===== config.mk =====
export PLATFORM = sky130hd
export DESIGN_NAME = id_ex_stage
export DESIGN_NICKNAME = d
export VERILOG_FILES = /design/src/rtl/mips_pkg.sv /design/src/rtl/bubble_watchdog.sv /design/src/rtl/id_ex_stage.sv
export SDC_FILE = /design/constraint.sdc
export NUM_CORES = 1
export LEC_CHECK = 0
export ABC_AREA = 1
export CAP_MARGIN = 40
export CORE_MARGIN = 10
export CORE_UTILIZATION = 36
export CTS_BUF_LIST = sky130_fd_sc_hd__clkbuf_16
export CTS_CLUSTER_DIAMETER = 50
export DETAILED_ROUTE_END_ITERATION = 12
export HOLD_SLACK_MARGIN = 0.15
export PLACE_DENSITY = 0.76
export SLEW_MARGIN = 20
export SYNTH_ARGS = -nofsm -noshare
export SYNTH_HDL_FRONTEND = slang
export SYNTH_SLANG_ARGS = --single-unit

===== constraint.sdc =====
create_clock -name clk -period 1.1 [get_ports clk]
set_input_delay 0.165 -clock clk [delete_from_list [all_inputs] [get_ports clk]]
set_output_delay 0.165 -clock clk [all_outputs]
set_load 0.02 [all_outputs]

===== src/rtl/mips_pkg.sv =====
// Shared definitions for the MIPS pipeline registers: register-field width,
// the hard-wired zero register, ALU op width and the execute-stage control bundle.
package mips_pkg;

    localparam int REG_W = 5;
    localparam int ALU_W = 3;

    localparam logic [REG_W-1:0] ZERO_REG = 5'd0;

    // Control that travels with an instruction into execute. Kept as one packed
    // struct so a bubble can be inserted with a single assignment.
    typedef struct packed {
        logic             reg_write;
        logic             memto_reg;
        logic             mem_write;
        logic             alu_src;
        logic             reg_dst;
        logic [ALU_W-1:0] alu_control;
    } ctrl_e_t;

    localparam ctrl_e_t CTRL_BUBBLE = '0;

endpackage


===== src/rtl/bubble_watchdog.sv =====
// Consecutive-bubble watchdog for the decode-to-execute register.
// Counts back-to-back flush edges (saturating), clears on a real instruction
// entering execute, and raises a sticky flag once the run reaches MAX_BUBBLES.
module bubble_watchdog #(
    parameter int MAX_BUBBLES = 8,
    parameter int CNT_W       = 4
) (
    input  logic             clk,
    input  logic             reset,
    input  logic             flush,
    input  logic             stall,
    input  logic             capture_valid,
    output logic [CNT_W-1:0] bubble_cnt,
    output logic             stuck_err
);

    localparam logic [CNT_W-1:0] CNT_SAT = '1;
    localparam logic [CNT_W-1:0] CNT_TRIP = CNT_W'(MAX_BUBBLES);

    logic [CNT_W-1:0] cnt_q;
    logic [CNT_W-1:0] cnt_inc;
    logic             stuck_q;

    // Next count on a flush edge, pinned at the saturation value.
    always_comb begin
        cnt_inc = cnt_q;
        if (cnt_q != CNT_SAT) begin
            cnt_inc = cnt_q + CNT_W'(1);
        end
    end

    // Flush takes priority over stall; a stalled cycle freezes the run length.
    always_ff @(posedge clk or negedge reset) begin
        if (!reset) begin
            cnt_q   <= '0;
            stuck_q <= 1'b0;
        end else if (flush) begin
            cnt_q <= cnt_inc;
            if (cnt_inc == CNT_TRIP) begin
                stuck_q <= 1'b1;
            end
        end else if (!stall && capture_valid) begin
            cnt_q <= '0;
        end
    end

    assign bubble_cnt = cnt_q;
    assign stuck_err  = stuck_q;

endmodule


===== src/rtl/id_ex_stage.sv =====
// Decode-to-execute pipeline register with flush, stall hold, valid tracking
// and a consecutive-bubble watchdog.
// Optional build macro ID_EX_PERF_EN adds free-running bubble/instruction
// counters (bubble_count, instr_count).
//
// Handshake: there is no valid/ready pair here. The hazard unit owns flow:
// FlushE inserts a bubble and wins over StallE; StallE holds E; otherwise
// every edge captures the decode slot, tagged by validD.
module id_ex_stage
    import mips_pkg::*;
#(
    parameter int DATA_W      = 32,
    parameter int MAX_BUBBLES = 8,
    parameter int CNT_W       = 4
) (
    input  logic              clk,
    input  logic              reset,
    input  logic              FlushE,
    input  logic              StallE,
    input  logic              validD,
    input  logic              RegWriteD,
    input  logic              MemtoRegD,
    input  logic              MemWriteD,
    input  logic              ALUSrcD,
    input  logic              RegDstD,
    input  logic [ALU_W-1:0]  ALUControlD,
    input  logic [DATA_W-1:0] RD1D,
    input  logic [DATA_W-1:0] RD2D,
    input  logic [DATA_W-1:0] RD3D,
    input  logic [DATA_W-1:0] SignImmD,
    input  logic [DATA_W-1:0] PCPlus4D,
    input  logic [REG_W-1:0]  rsD,
    input  logic [REG_W-1:0]  rtD,
    input  logic [REG_W-1:0]  rdD,
    output logic              RegWriteE,
    output logic              MemtoRegE,
    output logic              MemWriteE,
    output logic              ALUSrcE,
    output logic              RegDstE,
    output logic [ALU_W-1:0]  ALUControlE,
    output logic [DATA_W-1:0] RD1E,
    output logic [DATA_W-1:0] RD2E,
    output logic [DATA_W-1:0] RD3E,
    output logic [DATA_W-1:0] SignImmE,
    output logic [DATA_W-1:0] PCPlus4E,
    output logic [REG_W-1:0]  rsE,
    output logic [REG_W-1:0]  rtE,
    output logic [REG_W-1:0]  rdE,
    output logic [REG_W-1:0]  WriteRegE,
    output logic              validE,
`ifdef ID_EX_PERF_EN
    output logic [31:0]       bubble_count,
    output logic [31:0]       instr_count,
`endif
    output logic              stuck_err
);

    ctrl_e_t           ctrl_d;
    ctrl_e_t           ctrl_q;
    logic [DATA_W-1:0] rd1_q;
    logic [DATA_W-1:0] rd2_q;
    logic [DATA_W-1:0] rd3_q;
    logic [DATA_W-1:0] imm_q;
    logic [DATA_W-1:0] pc4_q;
    logic [REG_W-1:0]  rs_q;
    logic [REG_W-1:0]  rt_q;
    logic [REG_W-1:0]  rd_q;
    logic              valid_q;
    logic [CNT_W-1:0]  bubble_cnt;

    // Bundle decode control; a non-instruction slot enters E as a bubble.
    always_comb begin
        ctrl_d = CTRL_BUBBLE;
        if (validD) begin
            ctrl_d.reg_write   = RegWriteD;
            ctrl_d.memto_reg   = MemtoRegD;
            ctrl_d.mem_write   = MemWriteD;
            ctrl_d.alu_src     = ALUSrcD;
            ctrl_d.reg_dst     = RegDstD;
            ctrl_d.alu_control = ALUControlD;
        end
    end

    // Pipeline register: flush clears everything (zero register fields can never
    // match a forwarding source), stall holds, otherwise capture decode.
    always_ff @(posedge clk or negedge reset) begin
        if (!reset) begin
            ctrl_q  <= CTRL_BUBBLE;
            rd1_q   <= '0;
            rd2_q   <= '0;
            rd3_q   <= '0;
            imm_q   <= '0;
            pc4_q   <= '0;
            rs_q    <= ZERO_REG;
            rt_q    <= ZERO_REG;
            rd_q    <= ZERO_REG;
            valid_q <= 1'b0;
        end else if (FlushE) begin
            ctrl_q  <= CTRL_BUBBLE;
            rd1_q   <= '0;
            rd2_q   <= '0;
            rd3_q   <= '0;
            imm_q   <= '0;
            pc4_q   <= '0;
            rs_q    <= ZERO_REG;
            rt_q    <= ZERO_REG;
            rd_q    <= ZERO_REG;
            valid_q <= 1'b0;
        end else if (!StallE) begin
            ctrl_q  <= ctrl_d;
            rd1_q   <= RD1D;
            rd2_q   <= RD2D;
            rd3_q   <= RD3D;
            imm_q   <= SignImmD;
            pc4_q   <= PCPlus4D;
            rs_q    <= rsD;
            rt_q    <= rtD;
            rd_q    <= rdD;
            valid_q <= validD;
        end
    end

    bubble_watchdog #(
        .MAX_BUBBLES (MAX_BUBBLES),
        .CNT_W       (CNT_W)
    ) u_watchdog (
        .clk           (clk),
        .reset         (reset),
        .flush         (FlushE),
        .stall         (StallE),
        .capture_valid (validD),
        .bubble_cnt    (bubble_cnt),
        .stuck_err     (stuck_err)
    );

    // The count is only consumed inside the watchdog; keep it visible for probing.
    logic unused_cnt;
    assign unused_cnt = ^bubble_cnt;

`ifdef ID_EX_PERF_EN
    logic [31:0] bubble_count_q;
    logic [31:0] instr_count_q;

    // Free-running event counters; wrap naturally at 2^32.
    always_ff @(posedge clk or negedge reset) begin
        if (!reset) begin
            bubble_count_q <= '0;
            instr_count_q  <= '0;
        end else if (FlushE) begin
            bubble_count_q <= bubble_count_q + 32'd1;
        end else if (!StallE && validD) begin
            instr_count_q <= instr_count_q + 32'd1;
        end
    end

    assign bubble_count = bubble_count_q;
    assign instr_count  = instr_count_q;
`endif

    assign RegWriteE   = ctrl_q.reg_write;
    assign MemtoRegE   = ctrl_q.memto_reg;
    assign MemWriteE   = ctrl_q.mem_write;
    assign ALUSrcE     = ctrl_q.alu_src;
    assign RegDstE     = ctrl_q.reg_dst;
    assign ALUControlE = ctrl_q.alu_control;
    assign RD1E        = rd1_q;
    assign RD2E        = rd2_q;
    assign RD3E        = rd3_q;
    assign SignImmE    = imm_q;
    assign PCPlus4E    = pc4_q;
    assign rsE         = rs_q;
    assign rtE         = rt_q;
    assign rdE         = rd_q;
    assign validE      = valid_q;
    assign WriteRegE   = ctrl_q.reg_dst ? rd_q : rt_q;

endmodule


==> results of run 1 <==
[registers in the layout, indices dropped and copies added, names as in the netlist]
register	flops
ALUControlE	3
ALUSrcE	1
MemWriteE	1
MemtoRegE	1
PCPlus4E	32
RD1E	32
RD2E	32
RD3E	32
RegDstE	1
RegWriteE	1
SignImmE	32
rdE	5
rsE	5
rtE	5
u_watchdog.bubble_cnt	4
u_watchdog.stuck_err	1
validE	1
[cells in the final DEF, fill, tap and decap left out, drive strengths merged]
| cell | count |
|---|---|
| buf | 383 |
| nand2 | 371 |
| nand3 | 191 |
| dfrtp | 189 |
| clkdlybuf4s50 | 184 |
| inv | 24 |
| clkbuf | 18 |
| o21ai | 13 |
| clkinv | 5 |
| o22ai | 3 |
| nor2 | 3 |
| xor2 | 1 |
| ha | 1 |
| dlygate4sd3 | 1 |
| dlymetal6s2s | 1 |
[repair_timing]
item	in CTS	in global routing
hold buffers	1	0
setup buffers	62	47
endpoints found under the setup margin	191	237
pin swaps	8	4
resized for setup	1157	23
endpoints found under the hold margin	189	0
[power groups by stage]
stage,sequential (mW),clock (mW),combinational [mW]
floorplan,8.20,0,0.793
global placement,7.73,0,3.48
detailed placement,7.74,0,3.53
CTS,7.68,6.05,3.83
global route,7.78,6.37,4.34
finish,7.73,5.94,4.06
[metal layers]
metal  wire (um)  vias to the layer above
li1            -                     3765
met1       11940                     3951
met2       16000                      390
met3        3173                       26
met4         422                        0
met5           0                        -
[area by class of cell]
type                            count  area [um2]
Clock buffer                       17       425.4
Sequential cell                   189        4731
Fill cell                        1481        6400
Timing Repair Buffer              570        5802
Multi-Input combinational cell    583        2551
Clock inverter                     14       123.9
Inverter                           15       58.81
Tap cell                          270       337.8
[path summary, 6_finish.rpt]
path,startpoint,depth (start not counted),end
max,RegDstE,4,WriteRegE[2]
min,StallE,5,rdE[0]
max reg2reg,u_watchdog.bubble_cnt[0],6,u_watchdog.stuck_err
min reg2reg,u_watchdog.stuck_err,2,u_watchdog.stuck_err
max in group asynchronous,reset,3,RD3E[1]
min in group asynchronous,reset,2,SignImmE[30]
[per-stage QoR]
| stage | power, mW | cell area, um2 |
|---|---|---|
| after floorplan | 8.993 | 7571 |
| after global placement | 11.21 | 12310 |
| after detailed placement | 11.27 | 12310 |
| after CTS | 17.57 | 13620 |
| after global routing | 18.48 | 14030 |
| final | 17.73 | 14030 |
[worst register-to-register path: stages (launching register included)]
cell and delay, ns:
dfrtp_1 0.41, ha_4 0.20, nand3_4 0.10, nand2_1 0.10, o21ai_2 0.06, nand3_1 0.08, nand2_1 0.05
[cells by family (layout without fill, tap and decap cells)]
kind of cell             Yosys count  after routing  synth area share
AO/OA/AOI/OAI                     16             16           0.01109
adder cells (fa/ha/maj)            1              1          0.001654
XOR/XNOR                           1              1          0.001158
flip-flops                       189            189            0.6254
AND/OR/NAND/NOR                  565            565            0.3124
buffers and inverters             77            616           0.04831
==> impl_metrics.ini, run 1 <==
[setup_path]
cp_max_fo = 6
cp_slowest_cell = dfrtp_2
cp.arrival_ns = 1.27
worstSetupPathType = flop to output pin
critPathMaxStageDelay_ns = 0.44
path_cells = buf_6 > nand2_2 > o21ai_1 > buf_4
worst-path-buf-inv = 2
endpoint_kind = output pin
r2r_slack_ns = 0
start_kind = flop
cp.required_ns = 0.94
path_delay_family = flip-flops

[placement]
post-place-ws_ns = -0.4573
dp_cells = 1518
place.gp.congestion = 0.8294
dp_hpwl_um = 21760
port_buffers = 377

[logic_synthesis]
yosys-top-cells-area = dfrtp_1 (63%), nand2_1 (18%), nand3_1 (13%)
synth_most_common_cell = nand2_1
yosysUniqueCellTypes = 14
yosys.area.top_type = dfrtp_1
syn_inst = 849
yosysSeqAreaShare = 0.6254
yosys_most_used_dff = dfrtp_1
synth_warnings = 0
syn_area_mm2 = 0.007562
syn_avg_cell_area_um2 = 8.907
async_reset_ff_frac = 1.000
ys_ff_latch = 189
syn-num-nets = 1038
yosysTopAreaCellShare = 0.6254
synth_common_cells = nand2_1 (371), nand3_1 (191), dfrtp_1 (189)
synth_edf_count = 0

[detailed_routing]
num_vias = 8132
avgViaCountPerCell = 4.905
routedWlPerCell_um = 19.02
totalWireLength_um = 31540
drc_errors = 0
postRouteAntennaNets = 0
drt_iter0_drc = 516
drt_first_pass_iters = 5

[timing]
finalSetupTns_ns = -6.546
drv_slew = 0
skew_ns = 0.006768
hold_viol = 0
fmax_mhz = 696.2
rsz0062_at_grt = yes
fin_crit_sh = 1.306
hold_ws_ns = 0.2332
setup_ws_ns = -0.3363
max_slew.worst_pin.slew_ns = 0.4011
setup_viol = 190
fin_crit_ns = 1.436
maxSlewHeadroom = 0.7326

[cells_and_area]
fin_nets = 1565
final_core_util = 0.6867
antennaDiodeCount = 0
syn2layout_area_growth_pct = 85.52
final_cells = 1658
layout-drive-gt1-share = 0.3141

[floorplan]
ios = 378
fp.dieArea_mm2 = 0.02720
dieWidth_um = 164.9
start_util = 0.3702
core_mm2 = 0.02043
rows = 52
die_y_um = 164.9

[clock_network]
cts_root_buf = clkbuf_16
cts_tree = yes
clk_latency_ns = 0.42
cts.sinks = 189
h-tree-depth = 4
cts_buffers = 17
cts.path.max_buffers = 2
clkSlewWorstSetupHoldPaths_ns = 0.08

[grt]
use_met2 = 0.3615
met3_usage = 0.07643
grt.total_usage = 0.2105
globalRouteMet1Util = 0.2433
antenna_found_initial = 0
grt_busiest_layer = met2
grt_pass1_wl_um = 44860
grt_pass1_vias = 8038
grt_max_degree = 62
overflow = 0

[power]
p_int_mw = 12.54
swShare = 0.2927
clkPwrFrac = 0.335
p_seq_frac = 0.436
power_density_mw_per_mm2 = 1264
p_leak_nw = 7.433
pwr-share-comb = 0.229
power_switching_mw = 5.191
peakVddDrop_mv = 0.8190

[run_status]
violations = setup timing
status = finished, violations left

[run]
drv_cap = 0

[min_path]
holdCritPathClass = primary input to flop
(Power assumes the default switching activity.)
==> run 2: changes to the inputs <==
--- a/config.mk
+++ b/config.mk
@@ -18,3 +18,4 @@
 export SYNTH_ARGS = -nofsm -noshare
 export SYNTH_HDL_FRONTEND = slang
 export SYNTH_SLANG_ARGS = --single-unit
+export TNS_END_PERCENT = 20
==> impl_metrics.ini, run 2 (same netlist as run 1, synthesis figures left out) <==
[clock_network]
h-tree-depth = 4
cts.sinks = 189
cts.path.max_buffers = 2
cts_buffers = 17
clkSlewWorstSetupHoldPaths_ns = 0.07
cts_root_buf = clkbuf_16
cts_tree = yes
clk_latency_ns = 0.42

[setup_path]
start_kind = flop
cp.arrival_ns = 1.31
worstSetupPathType = flop to output pin
endpoint_kind = output pin
cp.required_ns = 0.94
cp_max_fo = 6

[run_status]
violations = setup timing
status = finished, violations left

[timing]
fin_crit_ns = 1.472
fin_crit_sh = 1.338
hold_ws_ns = 0.1853
fmax_mhz = 679.3
rsz0062_at_grt = yes
hold_viol = 0
setup_viol = 191
setup_ws_ns = -0.3720
max_slew.worst_pin.slew_ns = 0.4665
maxSlewHeadroom = 0.6857
drv_slew = 0
skew_ns = 0.006756

[detailed_routing]
drc_errors = 0
drt_first_pass_iters = 5
num_vias = 7602
postRouteAntennaNets = 0
routedWlPerCell_um = 18.41
totalWireLength_um = 29040
drt_iter0_drc = 520
avgViaCountPerCell = 4.821

[cells_and_area]
syn2layout_area_growth_pct = 73.84
layout-drive-gt1-share = 0.2678
layout_common_cells = nand2_1 (365), nand3_1 (189), dfrtp_1 (188)
antennaDiodeCount = 0
layout_commonest_cell = nand2_1
fin_nets = 1483

[floorplan]
die_y_um = 164.9
rows = 52
ios = 378
fp.dieArea_mm2 = 0.02720
start_util = 0.3702
dieWidth_um = 164.9
core_mm2 = 0.02043

[min_path]
holdCritPathClass = primary input to flop

[grt]
grt_max_degree = 70
antenna_found_initial = 0
grt_pass1_wl_um = 43720
overflow = 0
grt.total_usage = 0.2039
grt_pass1_vias = 7853

[placement]
dp_hpwl_um = 21310
port_buffers = 377
place.gp.congestion = 0.8212

[power]
power_mw = 17.28
p_leak_nw = 6.978
power_density_mw_per_mm2 = 1314
peakVddDrop_mv = 1.084

[run]
drv_cap = 0
[run 2: changes by cell type in the layout (fill, tap and decap cells not counted), sizes merged]
cell         previous run  this run
clkinv                  5         7
dlygate4sd3             1         2
buf                   383       301
clkbuf                 18        17
inv                    24        23
[run 2: repair_timing]
action / in CTS / in global routing
resized for setup: 984 / 115
pin swaps: 5 / 7
hold endpoints to repair: 191 / 0
hold buffers: 2 / 0
buffers inserted: 13 / 8
endpoints found under the setup margin: 195 / 211
gates cloned: 0 / 0
[run 2: final cells by class]
class | instances | area (um2)
Multi-Input combinational cell | 583 | 2581
Fill cell | 1640 | 7283
Sequential cell | 189 | 4731
Clock buffer | 17 | 425.4
Timing Repair Buffer | 488 | 4880
Inverter | 15 | 58.81
Tap cell | 270 | 337.8
Clock inverter | 15 | 132.6
[run 2: critical path, cell delays in order, from the launching register on]
cell and delay [ns]:
dfrtp_2 0.47, buf_8 0.17, nand2_4 0.07, o21ai_4 0.05, buf_6 0.13
[run 2: report_power, final]
part | internal [mW] | switching [mW] | total, mW
Combinational | 1.87 | 1.78 | 3.64
Sequential | 7.36 | 0.341 | 7.70
Clock | 2.99 | 2.94 | 5.93
Total | 12.2 | 5.06 | 17.3
[run 2: metal layers]
layer  up-vias  routed length [um]  GRT usage  share of wire
li1       3609                   -          -              -
met1      3603               11240     0.2393           0.39
met2       353               13700     0.3274           0.47
met3        37                3412    0.09136           0.12
met4         0                 686    0.06643          0.024
met5         -                   0          0              0
[run 2: path summary, 6_finish.rpt]
| kind | start | endpoint | slack, ns | cells after the start |
|---|---|---|---|---|
| worst max-delay path | RegDstE | WriteRegE[0] | -0.37 | 4 |
| worst min-delay path | StallE | PCPlus4E[31] | 0.19 | 4 |
| worst max register to register | u_watchdog.bubble_cnt[1] | u_watchdog.stuck_err | -0.01 | 7 |
| worst min register to register | u_watchdog.stuck_err | u_watchdog.stuck_err | 0.51 | 2 |
| max in group asynchronous | reset | SignImmE[0] | 0.31 | 3 |
| min in group asynchronous | reset | RD2E[13] | 0.25 | 2 |
[run 2: per-stage QoR]
step	TNS [ns]	area (um2)	cells	setup slack, ns	utilization
after floorplan	-0.3021	7564	849	-0.05440	-
after global placement	-65.42	12260	1522	-0.4294	0.6003
after detailed placement	-68.48	12260	1522	-0.4390	0.6003
after CTS	-12.65	12780	1569	-0.3620	0.6254
after global routing	-15.13	13150	1577	-0.4190	0.6435
final	-7.376	13150	1577	-0.3720	0.6435
